==> src/rtl/lfsr.sv <==
// -----------------------------------------------------------------------------
// lfsr
// 8-bit Galois LFSR with a serial LSB-first readout port.
//
// The state register is loaded from Seed while Reset is high. It advances one
// step on every clock with Enable high. With Enable low and OUT_Enable high,
// the current state is shifted out one bit per clock on OUT, with Valid
// marking each of the 8 bit-times.
//
// Ports
//   Clock      in   1  rising-edge clock
//   Reset      in   1  synchronous, active-high; loads Seed, clears outputs
//   Seed       in   8  initial state, sampled only while Reset is high
//   Enable     in   1  advance the LFSR one step this cycle
//   OUT_Enable in   1  request serial readout of the current state
//   OUT        out  1  serial data bit (registered)
//   Valid      out  1  OUT carries a state bit this cycle (registered)
// -----------------------------------------------------------------------------
module lfsr (
    input  logic       Clock,
    input  logic       Reset,
    input  logic [7:0] Seed,
    input  logic       Enable,
    input  logic       OUT_Enable,
    output logic       OUT,
    output logic       Valid
);

    // Feedback mask applied when the bit shifted out of L[0] is 1. It is the
    // tap mask 8'b10101010 shifted right, with the feedback bit placed at L[7].
    localparam logic [7:0] FB_MASK = 8'hD5;

    // One frame carries this many bits.
    localparam logic [3:0] FRAME_BITS = 4'd8;

    // Single Galois step: shift right, fold the outgoing bit into the taps.
    function automatic logic [7:0] lfsr_step(input logic [7:0] cur);
        logic [7:0] nxt;
        if (cur[0]) begin
            nxt = (cur >> 1) ^ FB_MASK;
        end else begin
            nxt = cur >> 1;
        end
        return nxt;
    endfunction

    // Rotate right by one; eight rotations restore the original state, so a
    // readout leaves L unchanged once the frame completes.
    function automatic logic [7:0] rotate_right(input logic [7:0] cur);
        return {cur[0], cur[7:1]};
    endfunction

    logic [7:0] l_q,     l_d;
    logic [3:0] cnt_q,   cnt_d;
    logic       out_q,   out_d;
    logic       valid_q, valid_d;

    // Next-state logic: Enable takes precedence over OUT_Enable.
    always_comb begin
        l_d     = l_q;
        cnt_d   = cnt_q;
        out_d   = out_q;
        valid_d = 1'b0;

        if (Enable) begin
            l_d   = lfsr_step(l_q);
            cnt_d = 4'd0;
        end else if (OUT_Enable) begin
            if (cnt_q < FRAME_BITS) begin
                out_d   = l_q[0];
                valid_d = 1'b1;
                l_d     = rotate_right(l_q);
                cnt_d   = cnt_q + 4'd1;
            end else begin
                // Frame already delivered: hold everything until Enable or
                // Reset clears the bit counter.
                cnt_d = cnt_q;
            end
        end else begin
            // Idle or paused mid-frame: the held counter lets the frame resume.
            cnt_d = cnt_q;
        end
    end

    // State registers with synchronous reset that aborts any frame in progress.
    always_ff @(posedge Clock) begin
        if (Reset) begin
            l_q     <= Seed;
            cnt_q   <= 4'd0;
            out_q   <= 1'b0;
            valid_q <= 1'b0;
        end else begin
            l_q     <= l_d;
            cnt_q   <= cnt_d;
            out_q   <= out_d;
            valid_q <= valid_d;
        end
    end

    assign OUT   = out_q;
    assign Valid = valid_q;

endmodule

==> config.mk <==
export PLATFORM = sky130hd
export DESIGN_NAME = lfsr
export DESIGN_NICKNAME = d
export VERILOG_FILES = /design/src/rtl/lfsr.sv
export SDC_FILE = /design/constraint.sdc
export NUM_CORES = 1
export LEC_CHECK = 0
export ABC_AREA = 1
export CORE_MARGIN = 4
export CORE_UTILIZATION = 48
export CTS_CLUSTER_SIZE = 28
export DETAILED_ROUTE_END_ITERATION = 6
export GPL_ROUTABILITY_DRIVEN = 0
export PLACE_DENSITY = 0.75
export SLEW_MARGIN = 5
export SYNTH_ARGS = -nofsm -noshare
export SYNTH_HDL_FRONTEND = slang
export SYNTH_SLANG_ARGS = --single-unit
export TNS_END_PERCENT = 50
==> constraint.sdc <==
create_clock -name Clock -period 1.24 [get_ports Clock]
set_input_delay 0.248 -clock Clock [delete_from_list [all_inputs] [get_ports Clock]]
set_output_delay 0.248 -clock Clock [all_outputs]
set_load 0.005 [all_outputs]
==> impl_results.md, run 1 <==
* Status: finished clean
* Max Used Layer: met4
* Async SR Flop Fraction at 0%
* WS Path Type: in -> reg
* Antenna Violating Nets Remaining at 0
* Post-synth top flop: edfxtp_1
* Worst Setup End Kind: register
* Ports at 14
* Synth cell count leaders: nand2_1 (32), inv_1 (10), nand3_1 (10)
* Setup slack, reg-to-reg at 0.20 ns
* Yosys reg bits at 14
* Root Buffer: clkbuf_4
* Part of the cycle the worst path needs at 92.7%
* Post-synth top area cell: edfxtp_1
* Detail Placement HPWL at 1070 µm
* Via count at around 600
* WL final at 1350 µm
* Mapped Nets at 98
* Clock Skews at 0.00772 ns
* Hold path cells at 2
* Hold Vio Cnt, Final at 0
* Synth Instances at 85
* Clock buffer depth at 2
* Fin crit period at 1.15 ns
* Placed Cells incl. Taps at 121
* Placement Rows at 13
* Wire length per cell at between 10 and 15 µm
* Met3 Routed Length at 63 µm
* H-tree depth at 1
* Number of synthesized flops with an enable pin at 8
* Initial core utilization at between 50 and 60%
* Detailed-routed wire length on met2 at between 600 and 700 µm
* CP Cell Sequence: clkdlybuf4s50_1 -> buf_4 -> inv_4 -> nand3_1 -> nand2_1
* Slowest stage delay, CP at 0.56 ns
* Critical Path Fanout Max at 8
* Total chip power at 982 µW
* Hold crit path type: reg -> reg
* CTS buffer count at 3
* Pre-antenna DRT Iters at 4
* Synth-to-Final Area Change at 34.4%
* Worst r2r path cells at 4
* Crit start category: input port
* Max-slew violations at 0
* Clk sinks at 14
* Slew margin rel. at between 80% and 90%
* Top cells by area, synth: edfxtp_1 (35%), dfxtp_1 (18%), nand2_1 (18%), nand3_1 (7.3%), inv_1 (5.5%)
* M1 WL at 619 µm
* Required time of the critical path at 1.29 ns
* WHS at 0.482 ns
* Yosys warnings at 0
* Top-count cell post-synth: nand2_1
* Post-synth top area share at 35.1%
* Max Cap Viol at 0
* Average size of a mapped cell at between 8 and 9 µm²
* Antenna Cells at 0
* Worst-skew pair later-pin latency at 0.29 ns
* Buffers on Ports at 13
* Setup violators final at 0
* Cts hold-fix bufs at 0
* Fmax at between 800 and 900 MHz
* Dpl ws at -0.275 ns
* Pin slew with the least headroom to its limit at 0.256 ns
* First-pass GRT wire length at about 2200 µm
* WP data arrival at around 1.2 ns
* Vias per inst at 4.86
* Die height at 45.8 µm
* Initial DRC Count at 3
* Number of global-route vias before repair at 560
* Sequential fraction of the synthesis area at roughly 53%
* CTS tree: done
* Final setup margin at 0.0900 ns
* Unrepaired setup endpoints after global routing: no
* Global route total overflow at 0
* VDD IR max at 651 µV
* Pleak at between 0.0004 and 0.0005 µW
* Netlist Area Pre-Place at between 600 and 700 µm²
* Die area at 2090 µm²
* Core area at approximately 1300 µm²
* Layout Cells excl Fill at 125
* NumNets Final at between 100 and 150
* Overall Global Routing Usage at 15.9%
* Critical-path cell with the highest stage delay: clkdlybuf4s50_1
* Worst-path clk slew at roughly 0.090 ns
* Largest net degree at the start of global routing at 9
* Fillers at 109
* Initial antenna violation count at 0
* Power Density at 1070 nW/µm²
* Die Wd at 45.8 µm
* Share of cells above drive strength 1 at 19.1%
* Post-CTS setup buffer count at 0
* Synth unique cells at 18
* DRC errors left at 0
[state kept, by name, indices dropped and copies added, names as in the netlist]
signal  flops
OUT         1
Valid       1
cnt_q       4
l_q         8
[cell type report]
cell class / instances / area, µm² / share of cell area [%]
flip-flops and latches: 14 / 360 / 39.2
multi-input cells: 57 / 265 / 28.8
repair buffers: 22 / 198 / 21.5
inverters: 13 / 51.3 / 5.58
clock buffers: 3 / 22.5 / 2.45
well taps: 15 / 18.8 / 2.04
clock inverters: 1 / 3.75 / 0.408
[where the power goes]
group,internal [µW],switching [µW]
Combinational,83.7,74.6
Sequential,535,20.6
Clock,117,151
[critical path, delay by kind of cell]
kind	cells	cell delay, ns
buf+inv	3	0.81
simple gates	2	0.15
[layer usage]
layer,track usage [%],up-vias
li1,-,317
met1,18.5,275
met2,24.8,10
met3,2.77,5
met4,13.6,0
met5,0,-
[placed cells by master (no fill, tap or decap), drive strengths merged]
| master | count |
|---|---|
| nor2 | 7 |
| nand4 | 1 |
| clkinv | 1 |
| o21ai | 2 |
| nand2 | 34 |
| dfxtp | 6 |
| dlymetal6s2s | 1 |
| clkbuf | 3 |
| nand3 | 10 |
| inv | 13 |
| edfxtp | 8 |
| buf | 9 |
| dlygate4sd2 | 2 |
| clkdlybuf4s50 | 10 |
| a21oi | 2 |
| ha | 1 |
[logic make-up after synthesis]
| kind of cell | Yosys count | synth area share, % |
|---|---|---|
| AO/OA/AOI/OAI | 4 | 4.02 |
| flip-flops | 14 | 52.7 |
| AND/OR/NAND/NOR | 52 | 32.9 |
| buffers and inverters | 14 | 8.59 |
| adder cells (fa/ha/maj) | 1 | 1.83 |
[through the flow]
step / utilization, % / setup TNS, ns / instance area, µm²
final: 69.8 / 0 / 920
after global routing: 69.8 / 0 / 920
after CTS: 69.6 / 0 / 917
after detailed placement: 67.8 / -3.64 / 893
after global placement: 67.8 / -3.58 / 893
after floorplan: - / 0 / 684
[worst paths after layout]
kind	end	from
hold reg to reg	OUT	OUT
hold / removal	OUT	OUT
setup / recovery	l_q[2]	Reset
setup reg to reg	l_q[2]	l_q[0]
[what timing repair did]
action,4_1_cts,5_1_grt
resized for setup,2,1
cloned,0,0
setup endpoints to repair,2,2
Power figures use the tool's default switching activity.
==> run 2: changes to the inputs <==
--- a/config.mk
+++ b/config.mk
@@ -5,13 +5,12 @@
 export SDC_FILE = /design/constraint.sdc
 export NUM_CORES = 1
 export LEC_CHECK = 0
-export ABC_AREA = 1
 export CORE_MARGIN = 4
-export CORE_UTILIZATION = 48
+export CORE_UTILIZATION = 46
 export CTS_CLUSTER_SIZE = 28
 export DETAILED_ROUTE_END_ITERATION = 6
 export GPL_ROUTABILITY_DRIVEN = 0
-export PLACE_DENSITY = 0.75
+export PLACE_DENSITY = 0.74
 export SLEW_MARGIN = 5
 export SYNTH_ARGS = -nofsm -noshare
 export SYNTH_HDL_FRONTEND = slang
==> run 2 against run 1 <==
  * Register-to-register slack got worse by 0.10 ns
  * Sequential share of layout area increased by 3.7 points
  * Maximum frequency decreased by 4.2%
  * Sequential power is 0.7% higher
  * Non-clock buffer count shrank 2
==> impl_results.md, run 2 <==
* Wire length per cell at 13.0 µm (+20%)
* DRC errors left at 0 (unchanged)
* Mapped Nets at 63 (-36%)
* Cts hold-fix bufs at 0 (unchanged)
* Number of global-route vias before repair at 400 (-29%)
* Sequential power share at 54.9% (-1.7 points)
* Initial DRC Count at 8 (+5)
* Simple-Gate Fraction of Synth Area at 13.0% (-20 points)
* VDD IR max at 989 µV (+52%)
* Vias per inst at 4.98 (+2.5%)
* Combinational share of power at 14.2% (-1.9 points)
* Placement Rows at 12 (-1)
* CP Cell Sequence: clkdlybuf4s50_1 -> or2_1 -> or2_4
* Gr busiest metal: met2
* Fin crit period at 1.20 ns (+0.0501 ns)
* Overall Global Routing Usage at 11.6% (-4.3 points)
* Hold crit path type: in -> reg
* Dpl ws at -0.367 ns (-0.0926 ns)
* Clock power frac at 30.9% (+3.6 points)
* Max-slew violations at 0 (unchanged)
* Slowest stage delay, CP at 0.43 ns (-0.13 ns)
* Synth Instances at 50 (-41%)
* First-pass GRT wire length at 1660 µm (-26%)
* Unrepaired setup endpoints after global routing: no
* Sequential fraction of the synthesis area at 59.3% (+6.6 points)
* Post-synth top flop: edfxtp_1
* Synth unique cells at 18 (unchanged)
* Via count at 428 (-29%)
* Switch Pwr at 212 µW (-14%)
* Top-count cell post-synth: edfxtp_1
* WHS at 0.466 ns (-0.0158 ns)
* WL final at 1110 µm (-17%)
* Slew margin rel. at 85.1% (+2.2 points)
* Total negative slack at 0 ns (unchanged)
* Layout Cells excl Fill at 86 (-31%)
* Part of the cycle the worst path needs at 96.8% (+4.0 points)
* Average size of a mapped cell at 12.2 µm² (+51%)
* Internal power at 809 µW (+9.9%)
* Die area at 1970 µm² (-6.0%)
* Initial core utilization at 51.9% (about the same)
* Critical Path Fanout Max at 8 (unchanged)
* Worst setup startpoint: Enable
* Fmax at 833 MHz (-4.2%)
* Critical Path Sink: l_q[5]
* Required time of the critical path at 1.26 ns (-0.03 ns)
* Placed Cells incl. Taps at 82 (-32%)
* Most common library cell in the layout ignoring fill and taps: clkdlybuf4s50_1
* Buffers on Ports at 13 (unchanged)
* Netlist Area Pre-Place at 608 µm² (-11%)
* Core area at 1170 µm² (-11%)
* Synth cell count leaders: edfxtp_1 (8), dfxtp_1 (6), nand2_1 (5), nor2_1 (5), xor2_1 (5)
* Reg with most FFs: l_q
* Clock Skews at 0.00729 ns (-0.000431 ns)
* Post-synth top area share at 39.5% (+4.4 points)
* Reg2reg start: l_q[0]
* Met1 Use GR at 13.7% (-4.8 points)
* R2R Path End: l_q[4]
* Xor/xnor cell area share of the yosys netlist at 8.64% (+8.6 points)
* Setup slack, reg-to-reg at 0.10 ns (-0.10 ns)
* Met2 Resource Use GR at 21.2% (-3.6 points)
* Mux contribution to synthesized area at 10.7% (+11 points)
* Worst r2r path cells at 3 (-1)
* Multi-input logic area at 240 µm² (-9.4%)
* Power Density at 1210 nW/µm² (+14%)
* Number of synthesized flops with an enable pin at 8 (unchanged)
* Initial antenna violation count at 0 (unchanged)
* Worst-skew pair later-pin latency at 0.27 ns (-0.02 ns)
* Pin slew with the least headroom to its limit at 0.222 ns (-0.0338 ns)
* Antenna Cells at 0 (unchanged)
* Post-synthesis compound-gate area fraction at 4.73% (+0.71 points)
* Switching share of power at 20.7% (-4.3 points)
* Synth-to-Final Area Change at 38.3%
* Worst-path clk slew at 0.09 ns (about the same)
* Max FFs per register at 8 (unchanged)
* Fillers at 96 (-12%)
* Crit start category: input port
* Top Registers: l_q x8, cnt_q x4
* Pleak at 0.000348 µW (-21%)
* WP data arrival at 1.22 ns (+0.02 ns)
* Top cells by area, synth: edfxtp_1 (40%), dfxtp_1 (20%), mux2_2 (7.4%), xor2_1 (7.2%), mux2i_1 (3.3%)
* Status: finished clean
* H-tree depth at 1 (unchanged)
* Detail Placement HPWL at 871 µm (-18%)
* Yosys warnings at 0 (unchanged)
* CTS buffer count at 3 (unchanged)
* Antenna Violating Nets Remaining at 0 (unchanged)
* Largest net degree at the start of global routing at 9 (unchanged)
* Max Cap Viol at 0 (unchanged)
* Worst Setup End Kind: register
* Setup violators final at 0 (unchanged)
* Pre-antenna DRT Iters at 4 (unchanged)
* Die height at 44.4 µm (-3.1%)
* Async SR Flop Fraction at 0% (unchanged)
* Critical-path cell with the highest stage delay: clkdlybuf4s50_1
* Global Route met3 Usage at 4.07% (+1.3 points)
* Clock buffer depth at 2 (unchanged)
* Global route total overflow at 0 (unchanged)
* Main combinational cell family by area after synthesis: simple AND/OR/NAND/NOR gates
* Adder-cell area share of the yosys netlist at 2.06% (+0.23 points)
* WS Path Type: in -> reg
* Root Buffer: clkbuf_4
* Clk sinks at 14 (unchanged)
* CTS tree: done
* Register area at 360 µm² (unchanged)
* Post-CTS setup buffer count at 0 (unchanged)
* Die Wd at 44.4 µm (-3.1%)
* Ports at 14 (unchanged)
* Final setup margin at 0.0399 ns (-0.0501 ns)
* Share of cells above drive strength 1 at 22.2% (+3.1 points)
* NumNets Final at 86 (-31%)
* Yosys reg bits at 14 (unchanged)
* Hold Vio Cnt, Final at 0 (unchanged)
* Post-synth top area cell: edfxtp_1
* Most frequent cells in the layout: clkdlybuf4s50_1 (10), edfxtp_1 (8), dfxtp_1 (6), buf_4 (6)
[run 2: cell types whose count changed in the layout (fill, tap and decap cells not counted), moves of 3 or more]
cell	before	now
o21ai_0	0	3
nand2_1	32	5
xor2_1	0	5
buf_4	9	6
inv_1	10	0
mux2_2	0	4
nand3_1	10	0
[run 2: routing by layer]
layer  wire (µm)  vias to the layer above
li1            -                      216
met1         507                      194
met2         507                       18
met3          99                        0
met4           0                        0
met5           0                        -
[run 2: worst min-delay path by stage]
stage	startpoint	end	cells after the start
detailed placement	OUT	OUT	2
global route	Reset	OUT	4
CTS	OUT	OUT	2
global placement	OUT	OUT	2
finish	Reset	OUT	4
floorplan	Seed[2]	l_q[2]	2
[run 2: critical path: cells and delay by family]
| family | cells | cell delay, ns |
|---|---|---|
| simple gates | 2 | 0.54 |
| buf+inv | 1 | 0.43 |
[run 2: area by class of cell]
| type | count | area share, % |
|---|---|---|
| clock buffer | 4 | 4.32 |
| tap | 14 | 2.08 |
| sequential | 14 | 42.9 |
| multi-input combinational | 34 | 28.6 |
| timing repair buffer | 20 | 22.2 |
[run 2: cell families after synthesis]
family,Yosys count
xor gates and xnor gates,6
DFF,14
muxes,6
buffers and inverters,2
adders and majority gates,1
and+or+nand+nor,16
AOI/OAI and AO/OA,5
[run 2: stage by stage]
stage	util, %	area (µm²)	total power, µW
final	71.8	841	1020
after global routing	71.8	841	1080
after CTS	71.6	838	1030
after detailed placement	68.2	798	715
after global placement	68.2	798	709
after floorplan	-	608	635
[run 2: power by group through the flow]
stage	clock, µW	combinational, µW	sequential, µW
finish	316	145	560
global route	356	157	563
CTS	321	145	561
detailed placement	0	144	571
global placement	0	141	568
floorplan	0	69.4	565
[run 2: timing repair]
item,in CTS,in global routing
gates cloned,0,0
pin swaps,0,2
gates resized for setup,4,3
setup endpoints to repair,12,9
